File: config.mk
export PLATFORM = sky130hd
export DESIGN_NAME = axilite_regfile
export DESIGN_NICKNAME = d
export VERILOG_FILES = /design/src/rtl/axilite_regfile.sv
export SDC_FILE = /design/constraint.sdc
export NUM_CORES = 1
export LEC_CHECK = 0
export CAP_MARGIN = 20
export CORE_MARGIN = 5
export CORE_UTILIZATION = 30
export CTS_BUF_LIST = sky130_fd_sc_hd__clkbuf_4
export CTS_CLUSTER_DIAMETER = 30
export CTS_CLUSTER_SIZE = 25
export DETAILED_ROUTE_END_ITERATION = 10
export DONT_BUFFER_PORTS = 1
export PLACE_DENSITY = 0.51
export SYNTH_ARGS = -nofsm -noshare
export SYNTH_HDL_FRONTEND = slang
export SYNTH_SLANG_ARGS = --single-unit
File: constraint.sdc
create_clock -name clk -period 66.6 [get_ports clk]
set_clock_uncertainty 0.05 [all_clocks]
set_input_delay 19.98 -clock clk [delete_from_list [all_inputs] [get_ports clk]]
set_output_delay 19.98 -clock clk [all_outputs]
set_load 0.01 [all_outputs]
File: src/rtl/axilite_regfile.sv
// ---------------------------------------------------------------------------
// axilite_regfile
//
// AXI4-Lite slave register bank. AW and W are accepted independently (either
// order or together), a write commits one cycle after the last of the two
// handshakes, and B/R responses are held until the master accepts them.
// Out-of-range word indices answer SLVERR and never touch the register array.
//
// Optional feature macro: AXILITE_REGFILE_WSTRB_EN
//   defined   - only byte lanes with WSTRB[i]=1 are written
//   undefined - WSTRB is ignored and the full word is written
//
// Ports:
//   clk, reset              clock (rising edge) and async active-high reset
//   AXI_AW* / AXI_W*        write address / write data channels
//   AXI_B*                  write response channel
//   AXI_AR* / AXI_R*        read address / read data channels
//   reg0_out                live value of register 0 (control word)
// ---------------------------------------------------------------------------
module axilite_regfile #(
    parameter int C_AXI_DATA_WIDTH = 32,
    parameter int C_AXI_ADDR_WIDTH = 8,
    parameter int NUM_REGS         = 16
) (
    input  logic                            clk,
    input  logic                            reset,
    input  logic [C_AXI_ADDR_WIDTH-1:0]     AXI_AWADDR,
    input  logic [2:0]                      AXI_AWPROT,
    input  logic                            AXI_AWVALID,
    output logic                            AXI_AWREADY,
    input  logic [C_AXI_DATA_WIDTH-1:0]     AXI_WDATA,
    input  logic [C_AXI_DATA_WIDTH/8-1:0]   AXI_WSTRB,
    input  logic                            AXI_WVALID,
    output logic                            AXI_WREADY,
    output logic [1:0]                      AXI_BRESP,
    output logic                            AXI_BVALID,
    input  logic                            AXI_BREADY,
    input  logic [C_AXI_ADDR_WIDTH-1:0]     AXI_ARADDR,
    input  logic [2:0]                      AXI_ARPROT,
    input  logic                            AXI_ARVALID,
    output logic                            AXI_ARREADY,
    output logic [C_AXI_DATA_WIDTH-1:0]     AXI_RDATA,
    output logic [1:0]                      AXI_RRESP,
    output logic                            AXI_RVALID,
    input  logic                            AXI_RREADY,
    output logic [C_AXI_DATA_WIDTH-1:0]     reg0_out
);

    localparam int STRB_W = C_AXI_DATA_WIDTH / 8;
    localparam int IDX_W  = C_AXI_ADDR_WIDTH - 2;
    localparam int RIDX_W = (NUM_REGS > 1) ? $clog2(NUM_REGS) : 1;

    localparam logic [1:0] RESP_OKAY   = 2'b00;
    localparam logic [1:0] RESP_SLVERR = 2'b10;

    typedef enum logic [2:0] {
        W_IDLE,
        W_HAVE_ADDR,
        W_HAVE_DATA,
        W_COMMIT,
        W_RESP
    } w_state_t;

    typedef enum logic {
        R_IDLE,
        R_RESP
    } r_state_t;

    logic [C_AXI_DATA_WIDTH-1:0] regs [NUM_REGS];

    logic                        ready_en;
    w_state_t                    w_state, w_next;
    r_state_t                    r_state, r_next;
    logic                        aw_hs, w_hs, ar_hs, r_hs;

    logic [IDX_W-1:0]            w_idx;
    logic [C_AXI_DATA_WIDTH-1:0] w_data;
`ifdef AXILITE_REGFILE_WSTRB_EN
    logic [STRB_W-1:0]           w_strb;
`endif
    logic [1:0]                  bresp;
    logic [C_AXI_DATA_WIDTH-1:0] rdata;
    logic [1:0]                  rresp;

    logic [IDX_W-1:0]            ar_idx;
    logic [RIDX_W-1:0]           w_ridx, ar_ridx;

    // Byte-offset bits and the protection fields carry no meaning here.
    logic unused_inputs;
`ifdef AXILITE_REGFILE_WSTRB_EN
    assign unused_inputs = ^{AXI_AWPROT, AXI_ARPROT, AXI_AWADDR[1:0], AXI_ARADDR[1:0]};
`else
    assign unused_inputs = ^{AXI_AWPROT, AXI_ARPROT, AXI_AWADDR[1:0], AXI_ARADDR[1:0],
                             AXI_WSTRB};
`endif

    function automatic logic in_range(input logic [IDX_W-1:0] idx);
        return 32'(idx) < 32'(NUM_REGS);
    endfunction

    assign ar_idx  = AXI_ARADDR[C_AXI_ADDR_WIDTH-1:2];
    assign w_ridx  = w_idx[RIDX_W-1:0];
    assign ar_ridx = ar_idx[RIDX_W-1:0];

    assign aw_hs = AXI_AWVALID && AXI_AWREADY;
    assign w_hs  = AXI_WVALID  && AXI_WREADY;
    assign ar_hs = AXI_ARVALID && AXI_ARREADY;
    assign r_hs  = AXI_RVALID  && AXI_RREADY;

    // Holds every ready low while in reset and raises them on the first
    // edge after release.
    // NOTE: sequential state uses <= so every flop samples pre-edge values;
    // blocking = here would make results depend on block evaluation order.
    always_ff @(posedge clk or posedge reset) begin
        if (reset) ready_en <= 1'b0;
        else       ready_en <= 1'b1;
    end

    // -----------------------------------------------------------------------
    // Write FSM
    // -----------------------------------------------------------------------
    always_ff @(posedge clk or posedge reset) begin
        if (reset) w_state <= W_IDLE;
        else       w_state <= w_next;
    end

    // NOTE: every output of this block gets a default first so no path
    // leaves a signal unassigned, which would infer a latch.
    always_comb begin
        w_next      = w_state;
        AXI_AWREADY = 1'b0;
        AXI_WREADY  = 1'b0;
        AXI_BVALID  = 1'b0;
        unique case (w_state)
            W_IDLE: begin
                AXI_AWREADY = ready_en;
                AXI_WREADY  = ready_en;
                if (ready_en && AXI_AWVALID && AXI_WVALID) w_next = W_COMMIT;
                else if (ready_en && AXI_AWVALID)          w_next = W_HAVE_ADDR;
                else if (ready_en && AXI_WVALID)           w_next = W_HAVE_DATA;
            end
            W_HAVE_ADDR: begin
                AXI_WREADY = ready_en;
                if (ready_en && AXI_WVALID) w_next = W_COMMIT;
            end
            W_HAVE_DATA: begin
                AXI_AWREADY = ready_en;
                if (ready_en && AXI_AWVALID) w_next = W_COMMIT;
            end
            W_COMMIT: w_next = W_RESP;
            W_RESP: begin
                AXI_BVALID = 1'b1;
                if (AXI_BREADY) w_next = W_IDLE;
            end
            default: w_next = W_IDLE;
        endcase
    end

    // Capture, commit and write response. The register array lives here
    // only, so the read side sees pre-commit contents on the commit edge.
    // NOTE: the register array is reset explicitly because software relies
    // on every control/status register reading 0 after reset.
    always_ff @(posedge clk or posedge reset) begin
        if (reset) begin
            w_idx  <= '0;
            w_data <= '0;
`ifdef AXILITE_REGFILE_WSTRB_EN
            w_strb <= '0;
`endif
            bresp  <= RESP_OKAY;
            for (int i = 0; i < NUM_REGS; i++) regs[i] <= '0;
        end else begin
            if (aw_hs) w_idx <= AXI_AWADDR[C_AXI_ADDR_WIDTH-1:2];
            if (w_hs) begin
                w_data <= AXI_WDATA;
`ifdef AXILITE_REGFILE_WSTRB_EN
                w_strb <= AXI_WSTRB;
`endif
            end
            if (w_state == W_COMMIT) begin
                if (in_range(w_idx)) begin
                    bresp <= RESP_OKAY;
`ifdef AXILITE_REGFILE_WSTRB_EN
                    for (int b = 0; b < STRB_W; b++)
                        if (w_strb[b]) regs[w_ridx][8*b +: 8] <= w_data[8*b +: 8];
`else
                    regs[w_ridx] <= w_data;
`endif
                end else begin
                    bresp <= RESP_SLVERR;
                end
            end
        end
    end

    assign AXI_BRESP = bresp;
    assign reg0_out  = regs[0];

    // -----------------------------------------------------------------------
    // Read FSM
    // -----------------------------------------------------------------------
    always_ff @(posedge clk or posedge reset) begin
        if (reset) r_state <= R_IDLE;
        else       r_state <= r_next;
    end

    always_comb begin
        r_next      = r_state;
        AXI_ARREADY = 1'b0;
        AXI_RVALID  = 1'b0;
        unique case (r_state)
            R_IDLE: begin
                AXI_ARREADY = ready_en;
                if (ready_en && AXI_ARVALID) r_next = R_RESP;
            end
            R_RESP: begin
                AXI_RVALID = 1'b1;
                if (AXI_RREADY) r_next = R_IDLE;
            end
            default: r_next = R_IDLE;
        endcase
    end

    always_ff @(posedge clk or posedge reset) begin
        if (reset) begin
            rdata <= '0;
            rresp <= RESP_OKAY;
        end else if (ar_hs) begin
            if (in_range(ar_idx)) begin
                rdata <= regs[ar_ridx];
                rresp <= RESP_OKAY;
            end else begin
                rdata <= '0;
                rresp <= RESP_SLVERR;
            end
        end else if (r_hs) begin
            rdata <= '0;
            rresp <= RESP_OKAY;
        end
    end

    assign AXI_RDATA = rdata;
    assign AXI_RRESP = rresp;

endmodule

==> Word-level counts from Yosys, hierarchy flattened <==
Index checks and enable logic that the tools add are counted.
{ "word_totals": {"ff_bits": 591, "ramBits": 0, "input_bits": 65, "latch_bits": 0, "mem_bits_ro": 0, "out_inout_bits": 73, "elab_cells": 83, "mem_count": 0} }
{ "classes": {"bitwise_logic": 3, "n_lt_le_gt_ge": 5, "eq_ne": 8, "n_reduce_logical": 15, "add_sub_neg": 0, "n_mux": 28, "n_div": 0, "n_mul": 0, "n_shift": 0} }
{ "ops": {"columns": ["op", "count"], "rows": [
  ["bitwise mux 512 bit", 1],
  ["2-to-1 mux 32 bit", 6],
  ["binary-select mux 32 bit (select 4 bit)", 1],
  ["demux 32 bit (select 4 bit)", 1],
  ["2-to-1 mux 3 bit", 6],
  ["case mux 3 bit (5 select lines)", 1],
  ["< comparator 6 x 5 -> 1 bit (second input constant)", 2],
  [">= comparator 5 bit (second input constant)", 2],
  ["NOT 4 -> 5 bit", 2],
  ["logical AND 1 bit", 9],
  ["2-to-1 mux 2 bit", 4],
  ["2-to-1 mux 1 bit", 7],
  ["== test 3 x 2 -> 1 bit (second input constant)", 2],
  ["inequality test 2 bit (second input constant)", 3],
  ["< comparator 5 x 1 -> 1 bit (second input constant)", 1],
  ["inequality test 4 bit (second input constant)", 1],
  ["AND reduction 4 bit", 1],
  ["OR reduction 2 bit", 2],
  ["== test 3 x 1 -> 1 bit (second input constant)", 1],
  ["== test 3 bit (second input constant)", 1],
  ["logical NOT 3 bit", 1],
  ["case mux 1 bit (2 select lines)", 1],
  ["AND reduction 2 bit", 1],
  ["nonzero test 2 bit", 1],
  ["NOT 1 bit", 1]
]} }

==> Longest topological paths before layout <==
{ "depth": {"depth_word": 6, "ltp_mapped": 7, "mapped_depth_nobuf": 4} }

==> Worst setup path before layout <==
OpenSTA, ideal clock, no wires.
{ "synth_timing": {"path_kind": "in2reg", "from": "in AXI_ARADDR[2]", "to": "reg rdata[0], in the netlist AXI_RDATA[0]", "slack_ns": 45.133, "arrival_ns": 21.275, "setup_ns": 0.142, "cell_stages": 5, "path_buffers": 2, "t_required_ns": 66.408, "path_cell_list": "clkbuf_1 > buf_2 > mux4_2 > mux2i_1 > o221ai_1"} }
{ "synth_between": {"elab_chain_len": 6, "elab_cells_between_ends": 7, "cone_classes": "order compare: 1; mux: 5; bitwise: 1"} }
{ "synth_rtl": {"columns": ["item", "line", "source"], "rows": [
  ["start: declaration", "38", "input logic [C_AXI_ADDR_WIDTH-1:0] AXI_ARADDR,"],
  ["NOT 4 -> 5 bit (not written as such)", "230", "rdata <= regs[ar_ridx];"],
  ["binary-select mux 32 bit (select 4 bit)", "230", null],
  ["2-to-1 mux 32 bit (not written as such) (2 in series)", "230", null],
  ["2-to-1 mux 32 bit *", "229", "if (in_range(ar_idx)) begin"],
  ["2-to-1 mux 32 bit *", "228", "end else if (ar_hs) begin"],
  ["end signal: assignment", "230", null],
  ["end: declaration", "82", "logic [C_AXI_DATA_WIDTH-1:0] rdata;"]
]} }
Mark *: on every way between the ends. The rest lies on a longest branch, timed or not. The select of a mux whose other input is x is not followed.
A chain may end at the register's enable or synchronous reset.

==> Worst setup path after layout <==
{ "layout_timing": {"from": "reg w_state[0]", "to": "out AXI_BVALID"} }
{ "layout_between": {"elab_chain_len": 2} }
{ "layout_rtl": {"columns": ["item", "line", "source"], "rows": [
  ["start: declaration", "72", "w_state_t w_state, w_next;"],
  ["start signal: assignment", "124", "else w_state <= w_next;"],
  ["== test 3 bit", "134", "unique case (w_state)"],
  ["2-to-1 mux 1 bit", "134", null],
  ["end: declaration", "36", "output logic AXI_BVALID,"]
]} }
Every way passes these cells.

==> results.sh <==
export IMPL_cpPeakStageDelay_ns=0.46
export IMPL_path_clk_slew_ns=0.08
export IMPL_num_fill_cells=8492
export IMPL_period_share=0.3285
export IMPL_timing_final_crit_period_ns=21.88
export IMPL_slew_viol_final=0
export IMPL_worst_path_buf_inv=0
export IMPL_dieHeight_um=305.4
export IMPL_grt_setup_unrepaired="false"
export IMPL_post_cts_resized_instances=0
export IMPL_status="completed"
export IMPL_required_time_of_the_worst_setup_path_ns=46.57
export IMPL_setup_tns_ns=0
export IMPL_place_gp_congestion=0.6606
export IMPL_relSlewSlack=0.3319
export IMPL_avgViaCountPerCell=4.879
export IMPL_crit_fanout=5
export IMPL_cts_htree_levels=4
export IMPL_grt_ovfl_total=0
export IMPL_syn2layout_area_growth_pct=12.51
export IMPL_hold_class="register to register"
export IMPL_instances_no_fill=2914
export IMPL_std_cell_rows=108
export IMPL_cell_count_after_synthesis=1620
export IMPL_power_density_nw_per_um2=39.64
export IMPL_critical_path_arrival_ns=1.85
export IMPL_io_buffer_count=0
export IMPL_mostFrequentLayoutCell="sky130_fd_sc_hd__dfrtp_1"
export IMPL_first_pass_grt_wire_length_um=102400
export IMPL_drc=0
export IMPL_drv_cap=0
export IMPL_drtPass1Iterations=4
export IMPL_met1Wirelength_um=29300
export IMPL_setup_viol=0
export IMPL_postCtsSetupRepairBufs=0
export IMPL_grt_start_max_net_pins=176
export IMPL_cts_tree="done"
export IMPL_antenna_found_initial=6
export IMPL_ys_warn_count=0
export IMPL_ctsLongestPathBuffers=3
export IMPL_place_area_sq_um=27050
export IMPL_detailroute_wirelength_met3_um=3156
export IMPL_antenna_violating_nets_post_route=0
export IMPL_cp_cell_sequence="nor3b_1"
export IMPL_mostFrequentLayoutCells="sky130_fd_sc_hd__dfrtp_1, sky130_fd_sc_hd__mux2_2, sky130_fd_sc_hd__clkbuf_4"
export IMPL_wirelength_um=66770
export IMPL_worst_slack_ns=44.72
export IMPL_seq_area_sq_um=14740
export IMPL_timing_critical_path_max_delay_family="simple AND/OR/NAND/NOR gates"
export IMPL_finalNetCount=1696
export IMPL_timing_setup_critical_path_class="register to primary output"
export IMPL_global_route_usage_total=0.1442
export IMPL_timing_hold_violations_final=0
export IMPL_synth_avg_cell_area_sq_um=16.16
export IMPL_fraction_of_layout_instances_using_a_drive_strength_above_1=0.5518
export IMPL_floorplan_die_area_sq_um=93280
export IMPL_worstMarginPinSlew_ns=1.002
export IMPL_finish_instance_area_sq_um=29450
export IMPL_timing_fmax_mhz=45.71
export IMPL_placed_cells=2631
export IMPL_ir_worst_vdd_mv=0.02041
export IMPL_start_util=0.3018
export IMPL_via_count_of_the_routed_design=14220
export IMPL_dr_first_iter_drc_count=563
export IMPL_cts_sink_count=589
export IMPL_met2_length_um=33000
export IMPL_synth_seq_area_share=0.5630
export IMPL_synthDistinctLibCells=32
export IMPL_timing_critical_path_to_type="primary output"
export IMPL_dp_final_hpwl_um=34650
export IMPL_crit_slowest_cell="sky130_fd_sc_hd__nor3b_1"
export IMPL_cellLeakagePower_nw=13.98
export IMPL_tritoncts_num_buffers=149
export IMPL_multiInputGateArea_sq_um=10660
export IMPL_place_worst_setup_slack_ns=42.95
export IMPL_top_signal_layer_used="met5"
export IMPL_wl_per_cell_um=22.91
export IMPL_clk_latency_ns=0.96
export IMPL_first_global_vias=15940
export IMPL_die_width_um=305.4
export IMPL_cts_hold_repair_buffers=0
export IMPL_critical_path_startpoint_type="register"
export IMPL_syn_cell_area_sq_um=26180
export IMPL_boundaryPins=138
export IMPL_cts_root_buffer="sky130_fd_sc_hd__clkbuf_4"
export IMPL_synth_seq_cells=589
export IMPL_design_core_area_sq_um=86750
worst paths after layout:
path / end / slack [ns] / from / cells after the start
worst max-delay path: AXI_BVALID / 44.72 / w_state[0] / 1
min in group asynchronous: AXI_BRESP[1] / 18.88 / reset / 1
worst max register to register: regs[337] / 63.81 / w_state[1] / 5
worst min register to register: w_state[1] / 0.35 / w_state[2] / 1
max in group asynchronous: reg0_out[16] / 44.81 / reset / 6
worst min-delay path: w_state[1] / 0.35 / w_state[2] / 1
synth_stat cells:
| master | number | area, sq um |
|---|---|---|
| sky130_fd_sc_hd__buf_2 | 72 | 360.4 |
| sky130_fd_sc_hd__nand4_1 | 1 | 6.260 |
| sky130_fd_sc_hd__a21o_1 | 1 | 7.510 |
| sky130_fd_sc_hd__buf_4 | 38 | 285.3 |
| sky130_fd_sc_hd__nor3_2 | 1 | 10.01 |
| sky130_fd_sc_hd__nand2_1 | 38 | 142.6 |
| sky130_fd_sc_hd__inv_1 | 3 | 11.26 |
| sky130_fd_sc_hd__mux2_1 | 8 | 90.09 |
| sky130_fd_sc_hd__or3_1 | 1 | 6.260 |
| sky130_fd_sc_hd__o221ai_1 | 32 | 280.3 |
| sky130_fd_sc_hd__nand4b_4 | 1 | 23.77 |
| sky130_fd_sc_hd__a21oi_1 | 2 | 10.01 |
| sky130_fd_sc_hd__clkbuf_1 | 53 | 198.9 |
| sky130_fd_sc_hd__nand3_1 | 2 | 10.01 |
| sky130_fd_sc_hd__conb_1 | 2 | 7.510 |
| sky130_fd_sc_hd__and4bb_1 | 1 | 12.51 |
| sky130_fd_sc_hd__and3b_1 | 2 | 17.52 |
| sky130_fd_sc_hd__buf_6 | 3 | 33.78 |
| sky130_fd_sc_hd__mux4_2 | 128 | 2883 |
| sky130_fd_sc_hd__nor2b_1 | 1 | 6.260 |
| sky130_fd_sc_hd__nand3b_1 | 1 | 7.510 |
| sky130_fd_sc_hd__mux2_2 | 514 | 5788 |
| sky130_fd_sc_hd__nand4b_1 | 1 | 8.760 |
| sky130_fd_sc_hd__mux2_4 | 30 | 450.4 |
| sky130_fd_sc_hd__nor3b_1 | 1 | 7.510 |
| sky130_fd_sc_hd__dfrtp_1 | 589 | 14740 |
| sky130_fd_sc_hd__nand2b_1 | 6 | 37.54 |
| sky130_fd_sc_hd__o21ai_0 | 2 | 10.01 |
| sky130_fd_sc_hd__buf_1 | 3 | 11.26 |
| sky130_fd_sc_hd__nor2_1 | 17 | 63.81 |
| sky130_fd_sc_hd__and2_1 | 2 | 12.51 |
| sky130_fd_sc_hd__mux2i_1 | 64 | 640.6 |
area by class of cell:
type / count / area share
antenna: 3 / 0.0002549
clock buffer: 178 / 0.04537
clock inverter: 98 / 0.03224
inverter: 3 / 0.0006372
multi-input combinational: 860 / 0.3618
sequential: 589 / 0.5004
tap: 1155 / 0.04906
timing repair buffer: 28 / 0.01028
kinds of logic (layout without fill, tap and decap cells):
family | Yosys count | after routing | synth area share
flops | 589 | 589 | 0.5630
other cells | 2 | 6 | 0.0002869
mux | 744 | 744 | 0.3763
buf+inv | 172 | 307 | 0.03441
simple gates | 76 | 76 | 0.01424
compound gates | 37 | 37 | 0.01176
metal layers:
layer	track usage	vias up
met5	0	-
met4	0.04582	4
met3	0.03995	108
met2	0.2354	245
met1	0.1879	7785
li1	-	6075
metrics by stage:
| step | hold WS, ns | total power, mW | utilization |
|---|---|---|---|
| floorplan | 0.3903 | 0.7643 | - |
| global placement | 0.4083 | 0.7949 | 0.3118 |
| detailed placement | 0.4123 | 0.8137 | 0.3118 |
| CTS | 0.3799 | 1.187 | 0.3382 |
| global route | 0.3679 | 1.242 | 0.3395 |
| finish | 0.3517 | 1.168 | 0.3395 |
power breakdown:
part	switching, mW	internal (mW)
registers	0.114	0.478
logic	0.0637	0.147
clock network	0.162	0.203
sequential cells by signal, indices dropped and copies added (netlist names):
| register | flops |
|---|---|
| AXI_BRESP | 1 |
| regs | 480 |
| ready_en | 1 |
| AXI_RRESP | 1 |
| w_data | 32 |
| r_state | 1 |
| w_idx | 6 |
| w_state | 3 |
| AXI_RDATA | 32 |
| reg0_out | 32 |
Power figures use the tool's default switching activity.
==> patch 1: new RTL, config.mk and constraints unchanged <==
Make the reset (`reset`) synchronous in 5 clocked blocks. Comments in the files are not updated.
--- a/src/rtl/axilite_regfile.sv
+++ b/src/rtl/axilite_regfile.sv
@@ -111,7 +111,7 @@
     // edge after release.
     // NOTE: sequential state uses <= so every flop samples pre-edge values;
     // blocking = here would make results depend on block evaluation order.
-    always_ff @(posedge clk or posedge reset) begin
+    always_ff @(posedge clk) begin
         if (reset) ready_en <= 1'b0;
         else       ready_en <= 1'b1;
     end
@@ -119,7 +119,7 @@
     // -----------------------------------------------------------------------
     // Write FSM
     // -----------------------------------------------------------------------
-    always_ff @(posedge clk or posedge reset) begin
+    always_ff @(posedge clk) begin
         if (reset) w_state <= W_IDLE;
         else       w_state <= w_next;
     end
@@ -160,7 +160,7 @@
     // only, so the read side sees pre-commit contents on the commit edge.
     // NOTE: the register array is reset explicitly because software relies
     // on every control/status register reading 0 after reset.
-    always_ff @(posedge clk or posedge reset) begin
+    always_ff @(posedge clk) begin
         if (reset) begin
             w_idx  <= '0;
             w_data <= '0;
@@ -199,7 +199,7 @@
     // -----------------------------------------------------------------------
     // Read FSM
     // -----------------------------------------------------------------------
-    always_ff @(posedge clk or posedge reset) begin
+    always_ff @(posedge clk) begin
         if (reset) r_state <= R_IDLE;
         else       r_state <= r_next;
     end
@@ -221,7 +221,7 @@
         endcase
     end
 
-    always_ff @(posedge clk or posedge reset) begin
+    always_ff @(posedge clk) begin
         if (reset) begin
             rdata <= '0;
             rresp <= RESP_OKAY;
Behaviour: differs if reset is asserted again (counterexample within 4 cycles, from zero or initial values and one cycle with reset high); with reset held inactive, the same outputs for 4 cycles.
==> patch 1 against the original RTL <==
Critical path type is now input pin to flop. Die area shrank 1.1%. Setup slack lost 0.94 ns. Sequential cell count is the same. Critical path depth grew 5. Register-to-register slack lost 1.4 ns. Count of clock-buffer cells in the layout shrank 37. Cell area shrank 0.47%. Core utilization grew 0.37 points. Area after synthesis shrank 1.1%. Wire length grew 8.9%.
Power is not compared: it rests on default switching activity, and its combinational part moved more than twofold at a synthesized area within 25%.
==> patch 1: results (changes against the original RTL) <==
Logic synthesis
The fraction of registers with async set or reset after synthesis is 0% (was 100%). Largest cells by area after synthesis: sky130_fd_sc_hd__edfxtp_1, sky130_fd_sc_hd__and2_1, sky130_fd_sc_hd__mux4_2 (was sky130_fd_sc_hd__dfrtp_1, sky130_fd_sc_hd__mux2_2, sky130_fd_sc_hd__mux4_2). The average cell area after synthesis is 15.0 sq um (was 16.2 sq um). The most used flip-flop cell after synthesis is sky130_fd_sc_hd__edfxtp_1 (was sky130_fd_sc_hd__dfrtp_1).

The distinct cell type count of the synthesized netlist came to 40 (was 32). List of most frequent post-synthesis cells: sky130_fd_sc_hd__and2_1, sky130_fd_sc_hd__edfxtp_1, sky130_fd_sc_hd__nand2_1 (was sky130_fd_sc_hd__dfrtp_1, sky130_fd_sc_hd__mux2_2, sky130_fd_sc_hd__mux4_2). The register area share after synthesis was 65.3% (was 56.3%). The number of enable-type register cells in the synthesized netlist is 512 (was 0).

Detailed routing
The via count of the routed design came to 14.4k (was 14.2k). The routed length on met3 is 4.22 mm (was 3.16 mm). The violation count after the first detailed-route iteration is 1,092 (was 563). The routed metal-1 wirelength is 30.6 mm (was 29.3 mm). The first-pass iteration count of the detailed router is 5 (was 4). The total met2 wirelength after detailed routing was 36.5 mm (was 33.0 mm). The top routing layer in use is met4 (was met5).

STA
The worst slew margin relative to its limit came to 24.5% (was 33.2%). The worst hold slack after final layout was 0.471 ns (was 0.352 ns).

Place
The routability-driven placement congestion ratio is 0.691 (was 0.661). The post-detailed-placement half-perimeter wirelength is 38.9 mm (was 34.7 mm). The post-placement cell count is 2,753 (was 2,631).

Final layout
The number of nets in the finished design was 1,796 (was 1,696). The final non-filler cell total came to 2,982 (was 2,914). The number of flip-flops in the largest register is 512 (was 480).

The share of layout cells above drive strength 1 is 26.0% (was 55.2%).

Worst setup path
The arrival time of data at the critical path endpoint came to 23.27 ns (was 1.85 ns). The endpoint of the most critical register-to-register path is regs[1][27] (was regs[337]). The startpoint of the worst setup timing path is reset (was w_state[0]). The maximum fanout count along the critical path was 54 (was 5). The slowest cell on the critical path is sky130_fd_sc_hd__nor3_4 (was sky130_fd_sc_hd__nor3b_1). The start of the worst register-to-register path is w_state[1] (unchanged). The minimum setup slack among reg-to-reg paths is 62.42 ns (was 63.81 ns).

The worst reg-to-reg path cell count is 6 (was 5). The maximum cell stage delay along the critical path is 0.93 ns (was 0.46 ns).

Clock network
The post-cts resize count is 0 (unchanged). The TritonCTS buffer count is 119 (was 149). The insertion delay to the later sink of the worst-skew pair was 0.94 ns (was 0.96 ns). The count of H-tree levels built during CTS is 3 (was 4).

Global routing
The combined global-route utilization of all metal layers came to 15.5% (was 14.4%). The wire length of the first global-routing pass is 106 mm (was 102 mm). The maximum number of pins on one net before global-route repair is 129 (was 176). The initial antenna violation count is 2 (was 6). The via count of the first global-routing pass was 15.3k (was 15.9k).

Hold path
The critical hold path startpoint is AXI_RRESP[1] (was w_state[2]). The worst hold path cell count was 2 (was 1).

Run status
Result of the run: finished, final reports clean (unchanged).
## patch 1: layout make-up
cell class,instances,area [sq um]
antenna,1,2.50
clock buffer,141,1060
clock inverter,86,1090
fill,8332,56100
inverter,3,11.3
multi-input combinational,986,8510
sequential,589,16900
tap,1144,1430
timing repair buffer,32,293
## patch 1: metal layers
metal / global-route usage (%) / vias up
met1: 19.4 / 7598
met3: 3.76 / 91
li1: - / 6345
met5: 0 / -
met4: 4.08 / 0
met2: 26.9 / 365
## patch 1: cells by family after synthesis
group | count (synthesis) | share of synthesized area, %
flops | 589 | 65.3
compound gates | 79 | 1.95
mux | 199 | 14.3
simple gates | 706 | 15.8
other cells | 1 | 0.0145
buf+inv | 149 | 2.58
## patch 1: worst max-delay path by stage
stage | slack [ns] | depth (start not counted) | to
floorplan | 43.19 | 4 | regs[9][0]
global placement | 42.89 | 6 | regs[1][25]
detailed placement | 42.83 | 6 | regs[1][25]
CTS | 43.82 | 6 | regs[1][27]
global route | 43.77 | 6 | regs[1][31]
finish | 43.78 | 6 | regs[1][27]
## patch 1: power groups by stage
stage	clock [mW]	combinational [mW]	sequential, mW
after CTS	0.368	0.0360	0.420
after floorplan	0	0.0307	0.424
after detailed placement	0	0.0359	0.429
after global routing	0.385	0.0373	0.422
after global placement	0	0.0357	0.428
final	0.358	0.0350	0.420
## patch 1: worst max-delay path, delay by kind of cell
family / cells / cell delay (ns)
buffers and inverters: 2 / 1.02
and+or+nand+nor: 4 / 2.14
==> patch 2: new RTL, same flow settings <==
Without the edit above. Add a define of `AXILITE_REGFILE_WSTRB_EN`.
--- a/src/rtl/axilite_regfile.sv
+++ b/src/rtl/axilite_regfile.sv
@@ -17,6 +17,8 @@
 //   AXI_AR* / AXI_R*        read address / read data channels
 //   reg0_out                live value of register 0 (control word)
 // ---------------------------------------------------------------------------
+`define AXILITE_REGFILE_WSTRB_EN
+
 module axilite_regfile #(
     parameter int C_AXI_DATA_WIDTH = 32,
     parameter int C_AXI_ADDR_WIDTH = 8,
Check against the original RTL: not settled (the Yosys comparison gave no result); the edit may change what the design does.
==> patch 2 against the original RTL <==
Wire length rose by 6.9%. Area after synthesis rose by 4.9%. Critical path depth did not move. Power fell by 10%. Setup slack got worse by 0.18 ns. Sequential cell count rose by 4. Cell area rose by 3.6%. Critical path type unchanged. Critical endpoint unchanged.
==> patch 2: results (changes against the original RTL) <==
Run status
Result of the run: finished, final reports clean (unchanged).

Worst setup path
The start of the worst register-to-register path is w_state[2] (was w_state[1]). The worst reg-to-reg path cell count came to 4 (was 5). The arrival time of data at the critical path endpoint is 2.03 ns (was 1.85 ns). The maximum cell stage delay along the critical path is 0.61 ns (was 0.46 ns). The slowest cell on the critical path is sky130_fd_sc_hd__nor3b_2 (was sky130_fd_sc_hd__nor3b_1). The minimum setup slack among reg-to-reg paths is 63.07 ns (was 63.81 ns).

STA
The transition at the pin with the smallest max-transition slack was 1.12 ns (was 1.00 ns).

Clock network
The insertion delay to the later sink of the worst-skew pair is 0.98 ns (was 0.96 ns). The TritonCTS buffer count is 136 (was 149).

Global routing
The via count of the first global-routing pass is 16.7k (was 15.9k). The met3 track demand over resource in global routing was 5.11% (was 3.99%). The met2 track demand over resource in global routing was 23.4% (was 23.5%). The initial antenna violation count is 16 (was 6). The met1 usage came to 18.8% (about the same). The wire length of the first global-routing pass is 110 mm (was 102 mm). The combined global-route utilization of all metal layers came to 14.8% (was 14.4%).

Detailed routing
The vias per cell is 5.08 (was 4.88). The violation count after the first detailed-route iteration was 743 (was 563).

Logic synthesis
The register area share after synthesis was 54.0% (was 56.3%). List of most frequent post-synthesis cells: sky130_fd_sc_hd__dfrtp_1, sky130_fd_sc_hd__mux2_2, sky130_fd_sc_hd__mux4_2 (unchanged). The average cell area after synthesis was 16.4 sq um (was 16.2 sq um).

Largest cells by area after synthesis: sky130_fd_sc_hd__dfrtp_1, sky130_fd_sc_hd__mux2_2, sky130_fd_sc_hd__mux4_2 (unchanged).

Pwr
The largest voltage drop on the vdd net was 0.0125 mV (was 0.0204 mV). The net switching power is 0.326 mW (was 0.339 mW).

Place
The post-detailed-placement half-perimeter wirelength was 41.2 mm (was 34.7 mm). The post-placement cell count is 2,712 (was 2,631). The routability-driven placement congestion ratio came to 0.683 (was 0.661).

Final layout
The number of nets in the finished design is 1,733 (was 1,696).

Hold path
The terminating pin of the worst hold path is regs[161] (was w_state[1]). The critical hold path startpoint is regs[161] (was w_state[2]).
## patch 2: power groups by stage
stage          Combinational [mW]  Sequential [mW]  Clock [mW]
2_1_floorplan               0.188            0.468           0
3_3_place_gp                0.157            0.520           0
3_5_place_dp                0.162            0.529           0
4_1_cts                     0.163            0.521       0.379
5_1_grt                     0.175            0.535       0.397
6_report                    0.161            0.520       0.364
## patch 2: worst max-delay path by stage
stage,endpoint,cells after the start,slack (ns),start
floorplan,AXI_BRESP[1],1,29.97,reset
global placement,AXI_RDATA[18],4,43.02,reset
detailed placement,reg0_out[18],4,42.82,reset
CTS,regs[339],4,43.93,reset
global route,AXI_BVALID,1,44.30,w_state[1]
finish,AXI_BVALID,1,44.54,w_state[1]
## patch 2: metal layers
layer / vias up / wire length (um) / part of all wire, %
met2: 332 / 33900 / 48
met4: 10 / 2270 / 3.2
met3: 147 / 4560 / 6.4
met1: 8119 / 30600 / 43
li1: 6449 / - / -
met5: - / 81 / 0.11
## patch 2: cells by family after synthesis
kind of cell | Yosys count | share of synthesized area, %
AOI/OAI and AO/OA | 36 | 1.10
muxes | 747 | 35.6
other | 2 | 0.0273
buffers and inverters | 161 | 3.25
DFF | 593 | 54.0
and+or+nand+nor | 131 | 6.03
## patch 2: area by class of cell
| type | instances | area, sq um |
|---|---|---|
| diodes | 5 | 12.5 |
| clock buffers | 156 | 1170 |
| clock inverters | 87 | 1010 |
| fillers | 8660 | 60700 |
| inverters | 3 | 18.8 |
| multi-input cells | 917 | 11800 |
| flip-flops and latches | 593 | 14800 |
| well taps | 1186 | 1480 |
| repair buffers | 17 | 220 |
